$ cat config.mk
export PLATFORM = sky130hd
export DESIGN_NAME = interpolation_unit_feature_scheduler
export DESIGN_NICKNAME = d
export VERILOG_FILES = /design/src/rtl/interpolation_unit_pkg.sv /design/src/rtl/interpolation_unit_window_addr_gen.sv /design/src/rtl/interpolation_unit_feature_scheduler.sv
export SDC_FILE = /design/constraint.sdc
export NUM_CORES = 1
export LEC_CHECK = 0
export BUFFER_PORTS_ARGS = -buffer_cell sky130_fd_sc_hd__buf_2
export CORE_MARGIN = 4
export CORE_UTILIZATION = 45
export DETAILED_ROUTE_END_ITERATION = 10
export PLACE_DENSITY = 0.67
export SYNTH_ARGS = -nofsm -noshare
export SYNTH_HDL_FRONTEND = slang
export SYNTH_SLANG_ARGS = --single-unit
$ cat constraint.sdc
create_clock -name clk -period 8.7 [get_ports clk]
set_input_delay 0.87 -clock clk [delete_from_list [all_inputs] [get_ports clk]]
set_output_delay 0.87 -clock clk [all_outputs]
set_load 0.02 [all_outputs]
$ cat src/rtl/interpolation_unit_pkg.sv
// Shared types and constants for the bilinear interpolation feature scheduler.
package interpolation_unit_pkg;

    localparam int INT_W     = 10;
    localparam int DEC_W     = 15;
    localparam int IMG_MAX_X = 639;
    localparam int IMG_MAX_Y = 479;
    localparam int CNT_W     = 11;

    typedef enum logic [2:0] {
        IDLE,
        LOAD,
        FETCH,
        DRAIN,
        DONE
    } sched_state_t;

endpackage

$ cat src/rtl/interpolation_unit_window_addr_gen.sv
// Raster-order patch walker: column/row counters, edge clamping and last-fetch detect.
module interpolation_unit_window_addr_gen
    import interpolation_unit_pkg::*;
#(
    parameter int int_width = INT_W,
    parameter int img_max_x = IMG_MAX_X,
    parameter int img_max_y = IMG_MAX_Y
) (
    input  logic                 clk,
    input  logic                 reset,
    input  logic                 clear,
    input  logic                 enable,
    input  logic [4:0]           wd,
    input  logic [int_width-1:0] base_x,
    input  logic [int_width-1:0] base_y,
    output logic [int_width-1:0] addr_x,
    output logic [int_width-1:0] addr_y,
    output logic                 last
);

    localparam logic [int_width:0] MAX_X = (int_width+1)'(img_max_x);
    localparam logic [int_width:0] MAX_Y = (int_width+1)'(img_max_y);

    logic [5:0]         c;
    logic [5:0]         r;
    logic [5:0]         edge_idx;
    logic [int_width:0] sum_x;
    logic [int_width:0] sum_y;

    // Patch is wd+2 wide, so the counters run 0..wd+1.
    assign edge_idx = {1'b0, wd} + 6'd1;
    assign sum_x    = {1'b0, base_x} + (int_width+1)'(c);
    assign sum_y    = {1'b0, base_y} + (int_width+1)'(r);
    assign addr_x   = (sum_x > MAX_X) ? MAX_X[int_width-1:0] : sum_x[int_width-1:0];
    assign addr_y   = (sum_y > MAX_Y) ? MAX_Y[int_width-1:0] : sum_y[int_width-1:0];
    assign last     = (c == edge_idx) && (r == edge_idx);

    always_ff @(posedge clk) begin
        if (reset || clear) begin
            c <= '0;
            r <= '0;
        end else if (enable) begin
            if (c == edge_idx) begin
                c <= '0;
                r <= last ? 6'd0 : r + 6'd1;
            end else begin
                c <= c + 6'd1;
            end
        end
    end

endmodule

$ cat src/rtl/interpolation_unit_feature_scheduler.sv
// Steps one feature through weight load, patch fetch and output drain for the bilinear datapath.
//   state | meaning
//   IDLE  | ready for a feature, latch coordinate and window on acceptance
//   LOAD  | one-cycle frac_load strobe
//   FETCH | raster-order pixel fetches over the (wd+2)^2 patch
//   DRAIN | waiting for the remaining interpolated outputs
//   DONE  | done_val held until done_rdy
module interpolation_unit_feature_scheduler
    import interpolation_unit_pkg::*;
#(
    parameter int int_width = INT_W,
    parameter int dec_width = DEC_W,
    parameter int img_max_x = IMG_MAX_X,
    parameter int img_max_y = IMG_MAX_Y
) (
    input  logic                           clk,
    input  logic                           reset,
    input  logic [4:0]                     win_dim,
    input  logic                           feat_val,
    output logic                           feat_rdy,
    input  logic [int_width+dec_width-1:0] feat_x,
    input  logic [int_width+dec_width-1:0] feat_y,
    output logic [dec_width-1:0]           frac_a,
    output logic [dec_width-1:0]           frac_b,
    output logic                           frac_load,
    output logic                           mem_val,
    input  logic                           mem_rdy,
    output logic [int_width-1:0]           mem_addr_x,
    output logic [int_width-1:0]           mem_addr_y,
    input  logic                           interp_val,
    output logic                           done_val,
    input  logic                           done_rdy
);

    sched_state_t         state;
    sched_state_t         state_nxt;
    logic [4:0]           wd;
    logic [int_width-1:0] bx;
    logic [int_width-1:0] by;
    logic [CNT_W-1:0]     oc;
    logic [CNT_W-1:0]     target;
    logic [CNT_W-1:0]     side;
    logic [int_width-1:0] int_x;
    logic [int_width-1:0] int_y;
    logic [int_width-1:0] half_wd;
    logic                 accept;
    logic                 fetch_hs;
    logic                 done_hs;
    logic                 fetch_last;
    logic                 target_hit;

    assign int_x      = feat_x[dec_width +: int_width];
    assign int_y      = feat_y[dec_width +: int_width];
    assign half_wd    = int_width'(win_dim >> 1);
    assign side       = CNT_W'(win_dim) + CNT_W'(1);
    assign accept     = feat_val && feat_rdy;
    assign fetch_hs   = mem_val && mem_rdy;
    assign done_hs    = done_val && done_rdy;
    // Counts as reached on the cycle the last output arrives, not one later.
    assign target_hit = (oc == target) || (interp_val && ((oc + CNT_W'(1)) == target));

    interpolation_unit_window_addr_gen #(
        .int_width (int_width),
        .img_max_x (img_max_x),
        .img_max_y (img_max_y)
    ) u_addr_gen (
        .clk    (clk),
        .reset  (reset),
        .clear  (accept || done_hs),
        .enable (fetch_hs),
        .wd     (wd),
        .base_x (bx),
        .base_y (by),
        .addr_x (mem_addr_x),
        .addr_y (mem_addr_y),
        .last   (fetch_last)
    );

    always_comb begin
        state_nxt = state;
        feat_rdy  = 1'b0;
        frac_load = 1'b0;
        mem_val   = 1'b0;
        done_val  = 1'b0;
        case (state)
            IDLE: begin
                feat_rdy = !reset;
                if (feat_val && !reset) state_nxt = LOAD;
            end
            LOAD: begin
                frac_load = 1'b1;
                state_nxt = FETCH;
            end
            FETCH: begin
                mem_val = 1'b1;
                if (mem_rdy && fetch_last) state_nxt = target_hit ? DONE : DRAIN;
            end
            DRAIN: begin
                if (target_hit) state_nxt = DONE;
            end
            DONE: begin
                done_val = 1'b1;
                if (done_rdy) state_nxt = IDLE;
            end
            default: state_nxt = IDLE;
        endcase
    end

    always_ff @(posedge clk) begin
        if (reset) begin
            state  <= IDLE;
            wd     <= '0;
            bx     <= '0;
            by     <= '0;
            frac_a <= '0;
            frac_b <= '0;
            target <= '0;
            oc     <= '0;
        end else begin
            state <= state_nxt;
            if (accept) begin
                wd     <= win_dim;
                bx     <= (int_x >= half_wd) ? int_x - half_wd : '0;
                by     <= (int_y >= half_wd) ? int_y - half_wd : '0;
                frac_a <= feat_x[dec_width-1:0];
                frac_b <= feat_y[dec_width-1:0];
                target <= side * side;
            end
            if (done_hs) begin
                oc <= '0;
            end else if (interp_val && (state != IDLE) && (oc < target)) begin
                oc <= oc + CNT_W'(1);
            end
        end
    end

endmodule

==> results.cfg <==
[outcome]
status = finished, final reports clean

[synth]
synth-seq-cells = 91
synth_edf_count = 0
syn_inst = 783
yosysTopAreaCell = dfxtp_1
yosysTopAreaCellShare_pct = 28.6
postSynthAreaPerCell_um2 = 8.12
yosysWarningCount = 0
synth_area_leaders = dfxtp_1, ha_1, nand2_1
synth_cell_types = 74
synth_ff_type = dfxtp_1
yosysSeqAreaShare_pct = 28.6
synthArstFlopShare_pct = 0
synth_area_mm2 = 0.00636

[placement]
port_buffers = 113
place_area_mm2 = 0.00698
place_congestion = 0.910
dp_cells = 1040
dp_hpwl_um = 11400

[global_route]
gr-total-overflow = 0
grt_max_degree = 73
antenna_found_initial = 2
grt_pass1_wl_um = 25300
grt_use_total_pct = 18.8
grt_pass1_vias = 5203

[sta]
tightest_slew_ns = 0.972
setup_violations = 0
maxSlewViolCount = 0
final.period_utilization_pct = 52.7
max_freq_ghz = 0.218
fin_skew_ns = 0.00768
period_needed_ns = 4.59
relSlewSlack_pct = 35.2
rsz0062_at_grt = false
setup_tns_ns = 0
hold_viol = 0

[clocking]
clock_latency_ns = 0.35
clk_pin_slew_worst_paths_ns = 0.07
cts_tree = built
cts_buffers = 9
clock_path_buffers = 2
clockRootBuffer = clkbuf_16
clkSinkCount = 91
post_cts_buffers = 0
cts-hold-fix-buffers = 0
post_cts_resized = 0
cts_htree_levels = 3

[floorplanning]
die-area_mm2 = 0.0161
ios = 115
fp.dieW_um = 127
initial_core_util_pct = 45.8
core_region_area_mm2 = 0.0139
fp.dieH_um = 127
row_count = 43

[setup_path]
worst_ep_required_time_ns = 8.91
critical_path_class = in -> reg
cp-end-kind = flop
setup.worst_path.start = win_dim[2]
crit_fanout = 7
reg2reg_from = oc[6]$_SDFFE_PP0P_
startpoint_type = input port
cp_data_arrival_time_ns = 4.79

[drt]
num_vias = 5578
wl_met3_um = 1050
dr_wl_met2_um = 6380
drt.antenna.violating_nets = 0
first_pass_iters = 5
first_iter_violations = 259
wl_per_cell_um = 14.2
top_layer_used = met5
via_per_inst = 5.28
routed_wl_um = 15100
drc = 0
drt-met1-wl_um = 7290

[layout]
nets = 993
fillCellCount = 1376
fin_cells = 1057
stdcell_area_mm2 = 0.00732
final_layout_size_suffix_gt1_share_pct = 17.7
syn2layout_area_growth_pct = 15.1

[run]
maxCapViolations = 0

[power]
peakVddDrop_v = 0.000105
leakage_nw = 3.39
p_total_mw = 1.49
power_density_mw_per_mm2 = 203

[worst_hold_path]
hp-start = frac_a[5]$_SDFFE_PP0P_
hp-class = reg -> reg
[worst paths after layout]
check                             to  slack (ns)  depth (start not counted)
max reg2reg       oc[8]$_SDFFE_PP0P_        6.17                          7
min           frac_a[5]$_SDFFE_PP0P_        0.47                          2
max          target[10]$_SDFFE_PP0P_        4.11                         17
min reg2reg   frac_a[5]$_SDFFE_PP0P_        0.47                          2
[metrics by stage]
stage	setup WS, ns	util (%)	hold slack, ns
2_1_floorplan	4.18	-	0.449
3_3_place_gp	3.78	50.3	0.459
3_5_place_dp	3.75	50.3	0.461
4_1_cts	4.08	52.7	0.475
5_1_grt	3.68	52.7	0.491
6_report	4.11	52.7	0.471
[cells by family after synthesis]
family / share of synthesized area [%]
DFF: 28.6
other: 0.118
and+or+nand+nor: 26.2
muxes: 0.649
buffers and inverters: 5.80
xor gates and xnor gates: 9.50
adders and majority gates: 13.4
AOI/OAI and AO/OA: 15.7
[area by class of cell]
type                       instances  area [um2]  area share (%)
antenna                            1        2.50          0.0342
clock buffer                      10         239            3.27
clock inverter                     6        95.1            1.30
inverter                          45         169            2.31
multi-input combinational        608        4180            57.1
sequential                        91        1820            24.9
tap                              180         225            3.08
timing repair buffer             116         588            8.04
[power by group]
part	leakage [nW]	switching [mW]	internal [mW]
Clock	0.164	0.175	0.263
Sequential	0.743	0.0555	0.477
Combinational	2.48	0.305	0.210
Total	3.39	0.536	0.949
[state kept, by name, summed over array words and instances, names as in the netlist]
register / count
wd: 5
target: 10
state: 3
bx: 10
oc: 11
frac_a: 15
u_addr_gen.c: 6
frac_b: 15
u_addr_gen.r: 6
by: 10
[layer usage]
| metal | global-route usage (%) | vias up |
|---|---|---|
| met2 | 28.1 | 140 |
| met3 | 4.72 | 25 |
| met5 | 0 | - |
| met1 | 26.3 | 2507 |
| li1 | - | 2904 |
| met4 | 6.37 | 2 |
[worst max-delay path, cell delays in order]
cell,delay (ns)
buf_2,0.11
inv_1,0.16
nor3_1,0.36
xnor2_1,0.22
inv_1,0.15
nand2_1,0.10
fa_1,0.46
fa_1,0.55
inv_1,0.05
fa_1,0.47
ha_1,0.35
a31o_2,0.26
a21oi_1,0.16
o21bai_1,0.11
a31oi_1,0.22
xnor2_1,0.13
o21ai_0,0.08
[synth_stat cells (3+ instances only)]
master     count
a211oi_1       6
a21oi_1       31
buf_1          3
nand3b_1      37
nand3_1       16
fa_1          12
nor3b_1        3
and2_1         5
nor2_1        69
o31ai_1        8
clkbuf_1      26
nand4_1       10
nand2b_1       8
nor3_1        16
a21o_1        13
buf_6          3
o21ai_0       25
o211ai_1       8
buf_4          7
ha_1          49
or4_1          6
xnor2_1       42
nor4_1         5
a31oi_1        6
mux2i_1        3
or3_1         11
inv_1         45
nor2b_1        7
o21a_1         4
dfxtp_1       91
a2111oi_0      3
nand2_1      114
a22oi_1       11
xor2_1        27
[cells in the final DEF, fill, tap and decap left out, drive strengths merged, types with 27 or more instances in the layout]
| master | n |
|---|---|
| a21oi | 31 |
| buf | 116 |
| dfxtp | 91 |
| ha | 49 |
| inv | 47 |
| nand2 | 114 |
| nand3b | 37 |
| nor2 | 69 |
| xnor2 | 42 |
| xor2 | 27 |
Power figures use the tool's default switching activity.
